**config.mk**
```make
export PLATFORM = sky130hd
export DESIGN_NAME = fifo_rd_stream_flat
export DESIGN_NICKNAME = d
export VERILOG_FILES = /design/src/rtl/fifo_rd_pkg.sv /design/src/rtl/fifo_rd_stream_if.sv /design/src/rtl/fifo_rd_stream.sv /design/src/flat_wrapper.sv
export SDC_FILE = /design/constraint.sdc
export NUM_CORES = 1
export LEC_CHECK = 0
export CORE_MARGIN = 5
export CORE_UTILIZATION = 50
export DETAILED_ROUTE_END_ITERATION = 12
export PLACE_DENSITY = 0.8
export SLEW_MARGIN = 10
export SYNTH_ARGS = -nofsm -noshare
export SYNTH_HDL_FRONTEND = slang
export SYNTH_SLANG_ARGS = --single-unit
```
**constraint.sdc**
```tcl
create_clock -name clk_i -period 3 [get_ports clk_i]
set_clock_uncertainty 0.1 [all_clocks]
set_input_delay 0.45 -clock clk_i [delete_from_list [all_inputs] [get_ports clk_i]]
set_output_delay 0.45 -clock clk_i [all_outputs]
set_load 0.02 [all_outputs]
```
**src/rtl/fifo_rd_pkg.sv**
```systemverilog
// Shared types for the fifo_v3 read-side stream adapter.
// State encoding and buffer sizing used by the RTL and its interface.
package fifo_rd_pkg;

    typedef enum logic [1:0] {
        RD_EMPTY = 2'd0,
        RD_ONE   = 2'd1,
        RD_TWO   = 2'd2
    } rd_state_e;

    localparam int unsigned RD_BUF_DEPTH = 2;
    localparam int unsigned RD_LVL_W     = $clog2(RD_BUF_DEPTH + 1);

    function automatic logic [RD_LVL_W-1:0] rd_level(input rd_state_e s);
        case (s)
            RD_ONE:  return RD_LVL_W'(1);
            RD_TWO:  return RD_LVL_W'(2);
            default: return '0;
        endcase
    endfunction

endpackage

```
**src/rtl/fifo_rd_stream_if.sv**
```systemverilog
// FIFO pop port plus downstream valid/ready stream of the read adapter.
// slave = adapter side, master = FIFO/consumer side.
interface fifo_rd_stream_if #(
    parameter int unsigned DATA_WIDTH = 32,
    parameter int unsigned CNT_WIDTH  = 16
);
    import fifo_rd_pkg::*;

    logic                  flush_i;
    logic                  cnt_clr_i;
    logic                  fifo_empty_i;
    logic [DATA_WIDTH-1:0] fifo_data_i;
    logic                  fifo_pop_o;
    logic                  valid_o;
    logic                  ready_i;
    logic [DATA_WIDTH-1:0] data_o;
    logic [RD_LVL_W-1:0]   level_o;
    logic [CNT_WIDTH-1:0]  pop_cnt_o;

    modport slave (
        input  flush_i, cnt_clr_i, fifo_empty_i, fifo_data_i, ready_i,
        output fifo_pop_o, valid_o, data_o, level_o, pop_cnt_o
    );

    modport master (
        output flush_i, cnt_clr_i, fifo_empty_i, fifo_data_i, ready_i,
        input  fifo_pop_o, valid_o, data_o, level_o, pop_cnt_o
    );

endinterface

```
**src/rtl/fifo_rd_stream.sv**
```systemverilog
// Drains a fifo_v3 pop port into a registered valid/ready stream via a 2-entry head/skid buffer.
// Latency: one cycle from FIFO head to valid_o/data_o; sustains one entry per cycle.
// Backpressure: ready_i low fills the skid slot, then fifo_pop_o drops; pop never depends on ready_i.
module fifo_rd_stream
    import fifo_rd_pkg::*;
#(
    parameter int unsigned DATA_WIDTH = 32,
    parameter int unsigned CNT_WIDTH  = 16
) (
    input  logic                clk_i,
    input  logic                rst_i,
    fifo_rd_stream_if.slave     bus
);

    localparam logic [CNT_WIDTH-1:0] CNT_MAX = '1;
    localparam logic [CNT_WIDTH-1:0] CNT_ONE = {{(CNT_WIDTH-1){1'b0}}, 1'b1};

    rd_state_e             state_q;
    logic [DATA_WIDTH-1:0] head_q;
    logic [DATA_WIDTH-1:0] skid_q;
    logic                  valid_q;
    logic [RD_LVL_W-1:0]   level_q;
    logic [CNT_WIDTH-1:0]  cnt_q;
    logic                  pop;
    logic                  out;

    // Reset gating keeps the FIFO untouched while both sides are held in reset.
    assign pop = !bus.fifo_empty_i && (state_q != RD_TWO) && !bus.flush_i && !rst_i;
    assign out = valid_q && bus.ready_i;

    always_ff @(posedge clk_i or posedge rst_i) begin
        if (rst_i) begin
            state_q <= RD_EMPTY;
            head_q  <= '0;
            skid_q  <= '0;
            valid_q <= 1'b0;
            level_q <= '0;
        end else if (bus.flush_i) begin
            state_q <= RD_EMPTY;
            valid_q <= 1'b0;
            level_q <= '0;
        end else begin
            case (state_q)
                RD_EMPTY: begin
                    if (pop) begin
                        state_q <= RD_ONE;
                        head_q  <= bus.fifo_data_i;
                        valid_q <= 1'b1;
                        level_q <= rd_level(RD_ONE);
                    end
                end
                RD_ONE: begin
                    if (pop && !out) begin
                        state_q <= RD_TWO;
                        skid_q  <= bus.fifo_data_i;
                        level_q <= rd_level(RD_TWO);
                    end else if (pop && out) begin
                        head_q  <= bus.fifo_data_i;
                    end else if (out) begin
                        state_q <= RD_EMPTY;
                        valid_q <= 1'b0;
                        level_q <= rd_level(RD_EMPTY);
                    end
                end
                RD_TWO: begin
                    if (out) begin
                        state_q <= RD_ONE;
                        head_q  <= skid_q;
                        level_q <= rd_level(RD_ONE);
                    end
                end
                default: begin
                    state_q <= RD_EMPTY;
                    valid_q <= 1'b0;
                    level_q <= '0;
                end
            endcase
        end
    end

    // Clear beats a same-cycle pop; the count holds at all-ones.
    always_ff @(posedge clk_i or posedge rst_i) begin
        if (rst_i) begin
            cnt_q <= '0;
        end else if (bus.cnt_clr_i || bus.flush_i) begin
            cnt_q <= '0;
        end else if (pop && (cnt_q != CNT_MAX)) begin
            cnt_q <= cnt_q + CNT_ONE;
        end
    end

    assign bus.fifo_pop_o = pop;
    assign bus.valid_o    = valid_q;
    assign bus.data_o     = head_q;
    assign bus.level_o    = level_q;
    assign bus.pop_cnt_o  = cnt_q;

endmodule

```
**src/flat_wrapper.sv**
```systemverilog
// flat-port wrapper written by rule: the top's interface ports become plain ports
module fifo_rd_stream_flat import fifo_rd_pkg::*;
#(
    parameter int unsigned DATA_WIDTH = 32,
    parameter int unsigned CNT_WIDTH  = 16
)
  (clk_i, rst_i, bus_flush_i, bus_cnt_clr_i, bus_fifo_empty_i, bus_fifo_data_i, bus_ready_i, bus_fifo_pop_o, bus_valid_o, bus_data_o, bus_level_o, bus_pop_cnt_o);
  fifo_rd_stream_if #(.DATA_WIDTH(DATA_WIDTH), .CNT_WIDTH(CNT_WIDTH)) bus_i ();
  input  logic clk_i;
  input  logic rst_i;
  input wire logic [$bits(bus_i.flush_i)-1:0] bus_flush_i;
  input wire logic [$bits(bus_i.cnt_clr_i)-1:0] bus_cnt_clr_i;
  input wire logic [$bits(bus_i.fifo_empty_i)-1:0] bus_fifo_empty_i;
  input wire logic [$bits(bus_i.fifo_data_i)-1:0] bus_fifo_data_i;
  input wire logic [$bits(bus_i.ready_i)-1:0] bus_ready_i;
  output wire logic [$bits(bus_i.fifo_pop_o)-1:0] bus_fifo_pop_o;
  output wire logic [$bits(bus_i.valid_o)-1:0] bus_valid_o;
  output wire logic [$bits(bus_i.data_o)-1:0] bus_data_o;
  output wire logic [$bits(bus_i.level_o)-1:0] bus_level_o;
  output wire logic [$bits(bus_i.pop_cnt_o)-1:0] bus_pop_cnt_o;
  assign bus_i.flush_i = bus_flush_i;
  assign bus_i.cnt_clr_i = bus_cnt_clr_i;
  assign bus_i.fifo_empty_i = bus_fifo_empty_i;
  assign bus_i.fifo_data_i = bus_fifo_data_i;
  assign bus_i.ready_i = bus_ready_i;
  assign bus_fifo_pop_o = bus_i.fifo_pop_o;
  assign bus_valid_o = bus_i.valid_o;
  assign bus_data_o = bus_i.data_o;
  assign bus_level_o = bus_i.level_o;
  assign bus_pop_cnt_o = bus_i.pop_cnt_o;
  fifo_rd_stream #(.DATA_WIDTH(DATA_WIDTH), .CNT_WIDTH(CNT_WIDTH)) u_core (.clk_i(clk_i), .rst_i(rst_i), .bus(bus_i));
endmodule
```
# Word level (Yosys, flattened, before mapping)
# Cells that the tools add are included.
# classes
n_mux	20
reduce_logical	19
n_addsub	1
n_bitwise	1
eq_ne	16
# ops
op	count
32-bit two-way mux	4
32-bit one-hot mux with 3 select lines	1
16-bit two-way mux	2
16-bit by 1-bit adder with 16-bit output (second input constant)	1
16-bit != test (second input constant)	1
2-bit two-way mux	6
3-bit by 2-bit != test with 1-bit output (second input constant)	3
1-bit logical AND	7
2-bit by 1-bit != test with 1-bit output (second input constant)	3
2-bit != test (second input constant)	3
3-bit != test (second input constant)	2
2-bit one-hot mux with 3 select lines	1
6-bit AND reduction	1
1-bit two-way mux	5
5-bit AND reduction	1
1-bit logical NOT	4
4-bit by 2-bit != test with 1-bit output (second input constant)	1
4-bit by 3-bit != test with 1-bit output (second input constant)	1
4-bit AND reduction	1
1-bit one-hot mux with 3 select lines	1
3-bit AND reduction	1
3-bit nonzero test	1
2-bit by 1-bit equality test with 1-bit output (second input constant)	1
2-bit equality test (second input constant)	1
other kinds (4)	4
# word_totals
ff_bits	83
out_inout_bits	52
inputBits	38

# Longest topological paths before layout
# Gate-level depths: netlist (run 1).
# depth
word_depth	9
depth_mapped	6
mapped_depth_nobuf	5

# Worst setup path after synthesis (run 1)
# Ideal clock, no wire load.
# synth_path
path_type	register to register
start	register u_core.cnt_q[0] (netlist: u_core.bus.pop_cnt_o[0])
end	register u_core.cnt_q[6] (netlist: u_core.bus.pop_cnt_o[6])
required_ps	2823
setup_time_ps	77
period_less_slack_ps	1917
path_buffers	0
path_stages_with_launch	6
arrival_time_ps	1740
setup_slack_ps	1083
cell_sequence	dfrtp_1 -> ha_1 -> and3_1 -> and4_4 -> or4_1 -> a21oi_1
# synth_via
elab_chain_len	3
elab_cells_between_ends	6
# synth_rtl
item	line_no	rtl
start: declaration	fifo_rd_stream.sv:23	logic [CNT_WIDTH-1:0] cnt_q;
start signal: assignment	fifo_rd_stream.sv:88	cnt_q <= cnt_q + CNT_ONE;
16-bit by 1-bit adder with 16-bit output / 16-bit != test (equally long branches)	fifo_rd_stream.sv:88, fifo_rd_stream.sv:87	
16-bit two-way mux / 1-bit logical AND (equally long branches)	fifo_rd_stream.sv:87	end else if (pop && (cnt_q != CNT_MAX)) begin
16-bit two-way mux / 2-bit nonzero test (equally long branches)	n/a	
# Several ways; a longest one is shown, not always the timed one. The select of a mux whose other input is x is not followed.
# A chain may end at the register's enable or synchronous reset.

# Final worst setup path (run 1)
# layout_path
start	input port bus_fifo_empty_i
end	output port bus_fifo_pop_o
# layout_via
elab_chain_len	4
# layout_rtl
item	line_no	rtl
start: declaration	flat_wrapper.sv:13	input wire logic [$bits(bus_i.fifo_empty_i)-1:0] bus_fifo_empty_i;
1-bit logical NOT	fifo_rd_stream.sv:28	assign pop = !bus.fifo_empty_i && (state_q != RD_TWO) && !bus.flush_i && !rst_i;
1-bit logical AND (3 in a row)	fifo_rd_stream.sv:28	
end: declaration	flat_wrapper.sv:16	output wire logic [$bits(bus_i.fifo_pop_o)-1:0] bus_fifo_pop_o;
# No other way between the ends.

==> impl_metrics.yaml, run 1 <==
outcome:
  run_status: "finished, final reports clean"
place:
  dp_hpwl_um: 6210
  port_buffers: 89
  finalWeightedCongestion: 0.887
grt:
  grt_util_all_layers_pct: 18.8
  antenna_found_initial: 0
  grt_pass1_vias: 3183
  grt_start_max_net_pins: 56
  grt_overflow_total: 0
  grt_pass1_wl_um: 15000
yosys:
  yosysWarnings: 0
  synth.avg_cell_area_um2: 10.9
  synth_most_common_cell: "nand2_1"
  synth_flop_cell: "dfrtp_1"
  synthTopCellsByArea: "dfrtp_1 (52%), mux2_2 (18%), nand2_1 (9.7%)"
  ys_top_cells_by_count: "nand2_1 (103), dfrtp_1 (83), mux2_2 (63)"
  synth_top_area_share_pct: 52.3
  synth_cell_types: 43
  syn-num-nets: 402
  yosysTopAreaCell: "dfrtp_1"
  synth-edff-count: 0
  synthCells: 363
  async_reset_ff_share_pct: 100
  yosysSeqAreaShare_pct: 52.3
  ys_seq_elements: 83
  synthesis.area_mm2: 0.00397
clocking:
  cts_root_buf: "clkbuf_8"
  cts-hold-fix-buffers: 0
  clk_pin_slew_ns: 0.08
  cts_tree: "yes"
  cts_sinks: 83
  clockBufferDepth: 2
  cts_buffers: 9
  clk_latency_ns: 0.35
  htree_levels: 3
  ctsResizeCount: 0
  post-cts-setup-buffers: 0
sta:
  finalSetupViolations: 0
  relSlewSlack_pct: 64.3
  period_share_pct: 91.0
  rsz0062_at_grt: "no"
  max_freq_mhz: 366
  finalHoldViolCount: 0
  setup_tns_ns: 0
  drv_slew: 0
  worst_slew_pin_slew_ns: 0.535
  period_minus_slack_ns: 2.73
worst_setup_path:
  crit_path_frequent_cell: "clkdlybuf4s50_1"
  crit_type: "in -> out"
  reg2reg_depth: 5
  r2r-start: "u_core.state_q[0]"
  end_kind: "primary output"
  rrSetupSlack_ns: 0.83
  critPathRequiredTime_ns: 2.45
  critPathMaxStageDelay_ns: 0.63
  start_kind: "input port"
  critical_path.cell_chain: "clkdlybuf4s50_1 -> nor3_4 -> nand2_4 -> inv_1 -> clkdlybuf4s50_1"
  worst_r2r_endpoint: "u_core.bus.pop_cnt_o[5]"
  crit_end: "bus_fifo_pop_o"
  cp.arrival_ns: 2.18
  crit_fanout: 9
  cp-startpoint: "bus_fifo_empty_i"
  slowest_stage: "clkdlybuf4s50_1"
power_and_ir_drop:
  p_per_area_mw_per_mm2: 590
  p_total_mw: 3.04
  max-vdd-ir-drop_mv: 0.357
  power_leakage_nw: 2.29
floorplanning:
  rows: 32
  die_area_mm2: 0.00982
  chipWidth_um: 99.1
  io_pins: 90
  die_h_um: 99.1
  fp.coreArea_mm2: 0.00773
  initial_utilization_pct: 51.3
finish:
  final_nets: 491
  fin_util_pct: 66.7
  n_antenna_cell: 0
  post_route_cells_drive_above_1_share_pct: 22.1
  area_delta_synth_final_pct: 29.9
  n_fill_cell: 586
worst_hold_path:
  min_path_type: "reg -> reg"
  hp-start: "u_core.bus.data_o[24]"
routing:
  drc_errors: 0
  drtIter0Drc: 144
  via_per_inst: 5.53
  wirelength_um: 8960
  drtPass1Iterations: 5
  ant_nets: 0
  vias: 3093
  wl_per_cell_um: 16.0
flow_run:
  drv_cap: 0
-- cells in the final DEF (no fill, tap or decap), types with 5 or more instances in the layout --
cell type / netlist / layout
nand2_1: 103 / 103
clkdlybuf4s50_1: 0 / 89
dfrtp_1: 83 / 83
mux2_2: 63 / 63
a21oi_1: 12 / 12
nand3_1: 10 / 9
clkbuf_8: 0 / 9
o31ai_1: 5 / 5
nand4_1: 5 / 5
buf_4: 4 / 5
-- layout make-up --
class	instances	area [um2]	area share (%)
sequential	83	2080	40.3
multi-input combinational	258	1770	34.4
timing repair buffer	97	988	19.2
clock buffer	10	128	2.48
tap	102	128	2.48
clock inverter	6	48.8	0.947
inverter	3	12.5	0.243
-- how the worst min path moves through the flow --
stage | end | slack (ns) | cells past startpoint
after floorplan | u_core.skid_q[13] | 0.38 | 1
after global placement | u_core.bus.data_o[24] | 0.37 | 1
after detailed placement | u_core.bus.data_o[24] | 0.38 | 1
after CTS | u_core.bus.data_o[24] | 0.40 | 1
after global routing | u_core.bus.data_o[24] | 0.42 | 1
final | u_core.bus.data_o[24] | 0.39 | 1
-- stage by stage --
stage / instance area, um2 / hold slack, ns / setup slack (ns) / instances
6_report: 5150 / 0.395 / 0.271 / 559
5_1_grt: 5150 / 0.424 / 0.213 / 559
4_1_cts: 5150 / 0.402 / 0.266 / 559
3_5_place_dp: 4980 / 0.382 / 0.273 / 543
3_3_place_gp: 4980 / 0.372 / 0.318 / 543
2_1_floorplan: 3970 / 0.379 / 0.313 / 363
-- cell families (layout without fill, tap and decap cells) --
logic type | count (synthesis) | in the layout | share of synthesized area [%]
AOI/OAI and AO/OA | 38 | 38 | 6.47
buffers and inverters | 22 | 116 | 3.34
muxes | 66 | 66 | 18.7
adders and majority gates | 1 | 1 | 0.315
DFF | 83 | 83 | 52.3
and+or+nand+nor | 153 | 153 | 18.9
-- critical path: cells and delay by family --
family / cells / cell delay [ns]
AND/OR/NAND/NOR: 2 / 0.40
buffers and inverters: 3 / 1.33
-- registers in the layout, indices dropped and copies added, names as in the netlist --
name                  count
u_core.bus.data_o        32
u_core.state_q            2
u_core.bus.valid_o        1
u_core.skid_q            32
u_core.bus.pop_cnt_o     16
-- per-layer routing --
metal / track usage, % / share of wire, % / wire, um / vias to the layer above
li1: - / - / - / 1463
met1: 23.0 / 43 / 3830 / 1556
met2: 32.1 / 51 / 4580 / 62
met3: 4.03 / 4.7 / 417 / 12
met4: 7.67 / 1.5 / 138 / 0
met5: 0 / 0 / 0 / -
-- power breakdown --
part	switching, mW	internal [mW]
combinational	0.360	0.459
clock	0.422	0.308
sequential	0.130	1.36
Note: power is estimated with default switching activity, not from simulation.
==> inputs of run 2 (changes only) <==
Settings changed: CORE_UTILIZATION 50 to 52, CTS_BUF_LIST set to sky130_fd_sc_hd__clkbuf_2, PLACE_DENSITY 0.8 to 0.82.
==> run 2 against run 1 <==
Fmax increased by 0.16%; highest routed layer unchanged; via count shrank 1.7%; register-to-register slack better by 0.06 ns; critical endpoint unchanged; die area down 3.5%.
==> impl_metrics.yaml, run 2 (synthesized netlist as in run 1, its figures left out) <==
floorplanning:
  die_area_mm2: 0.00948
  die_h_um: 97.4
  chipWidth_um: 97.4
  initial_utilization_pct: 54.1
  io_pins: 90
  rows: 31
  fp.coreArea_mm2: 0.00733
routing:
  vias: 3040
  dr_wl_met2_um: 4600
  wl_met1_um: 3890
  wl_met3_um: 417
  ant_nets: 0
  drtPass1Iterations: 4
  wirelength_um: 9080
  top_layer_used: "met4"
  via_per_inst: 5.46
  wl_per_cell_um: 16.3
  drc_errors: 0
  drtIter0Drc: 157
worst_hold_path:
  min_path_type: "in -> async"
worst_setup_path:
  start_kind: "input port"
  end_kind: "primary output"
  critPathRequiredTime_ns: 2.45
  crit_type: "in -> out"
  slowest_stage: "clkdlybuf4s50_1"
  crit_path_frequent_cell: "clkdlybuf4s50_1"
  crit_fanout: 9
  critical_path.cell_chain: "clkdlybuf4s50_1 -> nor3_4 -> nand2_4 -> inv_1 -> clkdlybuf4s50_1"
  cp.arrival_ns: 2.17
  critPathMaxStageDelay_ns: 0.64
sta:
  finalHoldViolCount: 0
  period_minus_slack_ns: 2.72
  drv_slew: 0
  rsz0062_at_grt: "no"
  worst_slew_pin_slew_ns: 0.529
  period_share_pct: 90.8
  relSlewSlack_pct: 64.6
  setup_tns_ns: 0
  max_freq_mhz: 367
  finalSetupViolations: 0
power_and_ir_drop:
  max-vdd-ir-drop_mv: 0.360
  power_leakage_nw: 2.28
  seqPwrFrac_pct: 51.5
  clkPwrFrac_pct: 20.0
  p_sw_share_pct: 29.9
  p_sw_uw: 864
  p_int_mw: 2.02
  p_comb_share_pct: 28.5
  p_per_area_mw_per_mm2: 566
finish:
  area_delta_synth_final_pct: 28.6
  n_antenna_cell: 0
  post_route_cells_drive_above_1_share_pct: 22.7
  fin_area_mm2: 0.00510
  final_common_cell: "nand2_1"
  layout_common_cells: "nand2_1 (103), clkdlybuf4s50_1 (89), dfrtp_1 (83)"
  final_nets: 492
place:
  finalWeightedCongestion: 0.797
  dp_hpwl_um: 6400
  port_buffers: 89
  dpl-instance-area_mm2: 0.00498
grt:
  grt_start_max_net_pins: 47
  antenna_found_initial: 0
  grt_util_all_layers_pct: 19.5
  grt_pass1_wl_um: 15300
  grt_pass1_vias: 3168
  grt_overflow_total: 0
clocking:
  post-cts-setup-buffers: 0
  cts-hold-fix-buffers: 0
  ctsResizeCount: 0
  cts_root_buf: "clkbuf_2"
  clk_latency_ns: 0.49
  htree_levels: 3
  cts_buffers: 9
  cts_tree: "yes"
  clockBufferDepth: 2
  cts_sinks: 83
  clk_pin_slew_ns: 0.23
flow_run:
  drv_cap: 0
outcome:
  run_status: "finished, final reports clean"
[run 2: cell count changes in the layout (fill, tap and decap cells not counted), sizes merged]
cell / delta
clkbuf: +1
bufinv: +1
inv: -1
buf: +1
clkinvlp: -1
[run 2: critical path: cells and delay by family]
family                 cells  cell delay (ns)
buffers and inverters      3             1.34
AND/OR/NAND/NOR            2             0.39
[run 2: path summary, 6_finish.rpt]
check / cells after the start / slack, ns / startpoint / to
max: 5 / 0.28 / bus_fifo_empty_i / bus_fifo_pop_o
max reg2reg: 5 / 0.89 / u_core.state_q[0] / u_core.bus.pop_cnt_o[12]
min in group clk_i: 1 / 0.43 / u_core.bus.data_o[20] / u_core.bus.data_o[20]
min: 3 / 0.35 / rst_i / u_core.bus.data_o[8]
max in group asynchronous: 4 / 1.88 / rst_i / u_core.bus.data_o[20]
min reg2reg: 1 / 0.43 / u_core.bus.data_o[20] / u_core.bus.data_o[20]
[run 2: cell type report]
| type | count | area (um2) |
|---|---|---|
| sequential | 83 | 2080 |
| timing repair buffer | 98 | 996 |
| tap | 99 | 124 |
| clock inverter | 5 | 62.6 |
| fill | 575 | 2230 |
| clock buffer | 11 | 55.1 |
| inverter | 3 | 12.5 |
| multi-input combinational | 258 | 1780 |
[run 2: power by group through the flow]
| stage | Combinational [mW] | Sequential (mW) | Clock, mW |
|---|---|---|---|
| 2_1_floorplan | 0.300 | 1.64 | 0 |
| 3_3_place_gp | 0.809 | 1.50 | 0 |
| 3_5_place_dp | 0.833 | 1.51 | 0 |
| 4_1_cts | 0.836 | 1.49 | 0.600 |
| 5_1_grt | 0.883 | 1.52 | 0.660 |
| 6_report | 0.823 | 1.49 | 0.578 |
[run 2: stage by stage]
step / instances / hold slack [ns] / setup slack (ns) / utilization (%) / total power [mW]
final: 557 / 0.349 / 0.275 / 69.6 / 2.89
after CTS: 557 / 0.323 / 0.267 / 69.6 / 2.92
after global routing: 557 / 0.305 / 0.199 / 69.6 / 3.06
after detailed placement: 541 / 0.393 / 0.273 / 68.0 / 2.35
after global placement: 541 / 0.372 / 0.305 / 68.0 / 2.30
after floorplan: 363 / 0.379 / 0.313 / - / 1.94
[run 2: layer usage]
metal / up-vias / global-route usage (%)
met2: 75 / 33.1
met4: 0 / 7.14
li1: 1460 / -
met3: 12 / 4.31
met1: 1493 / 24.5
met5: - / 0
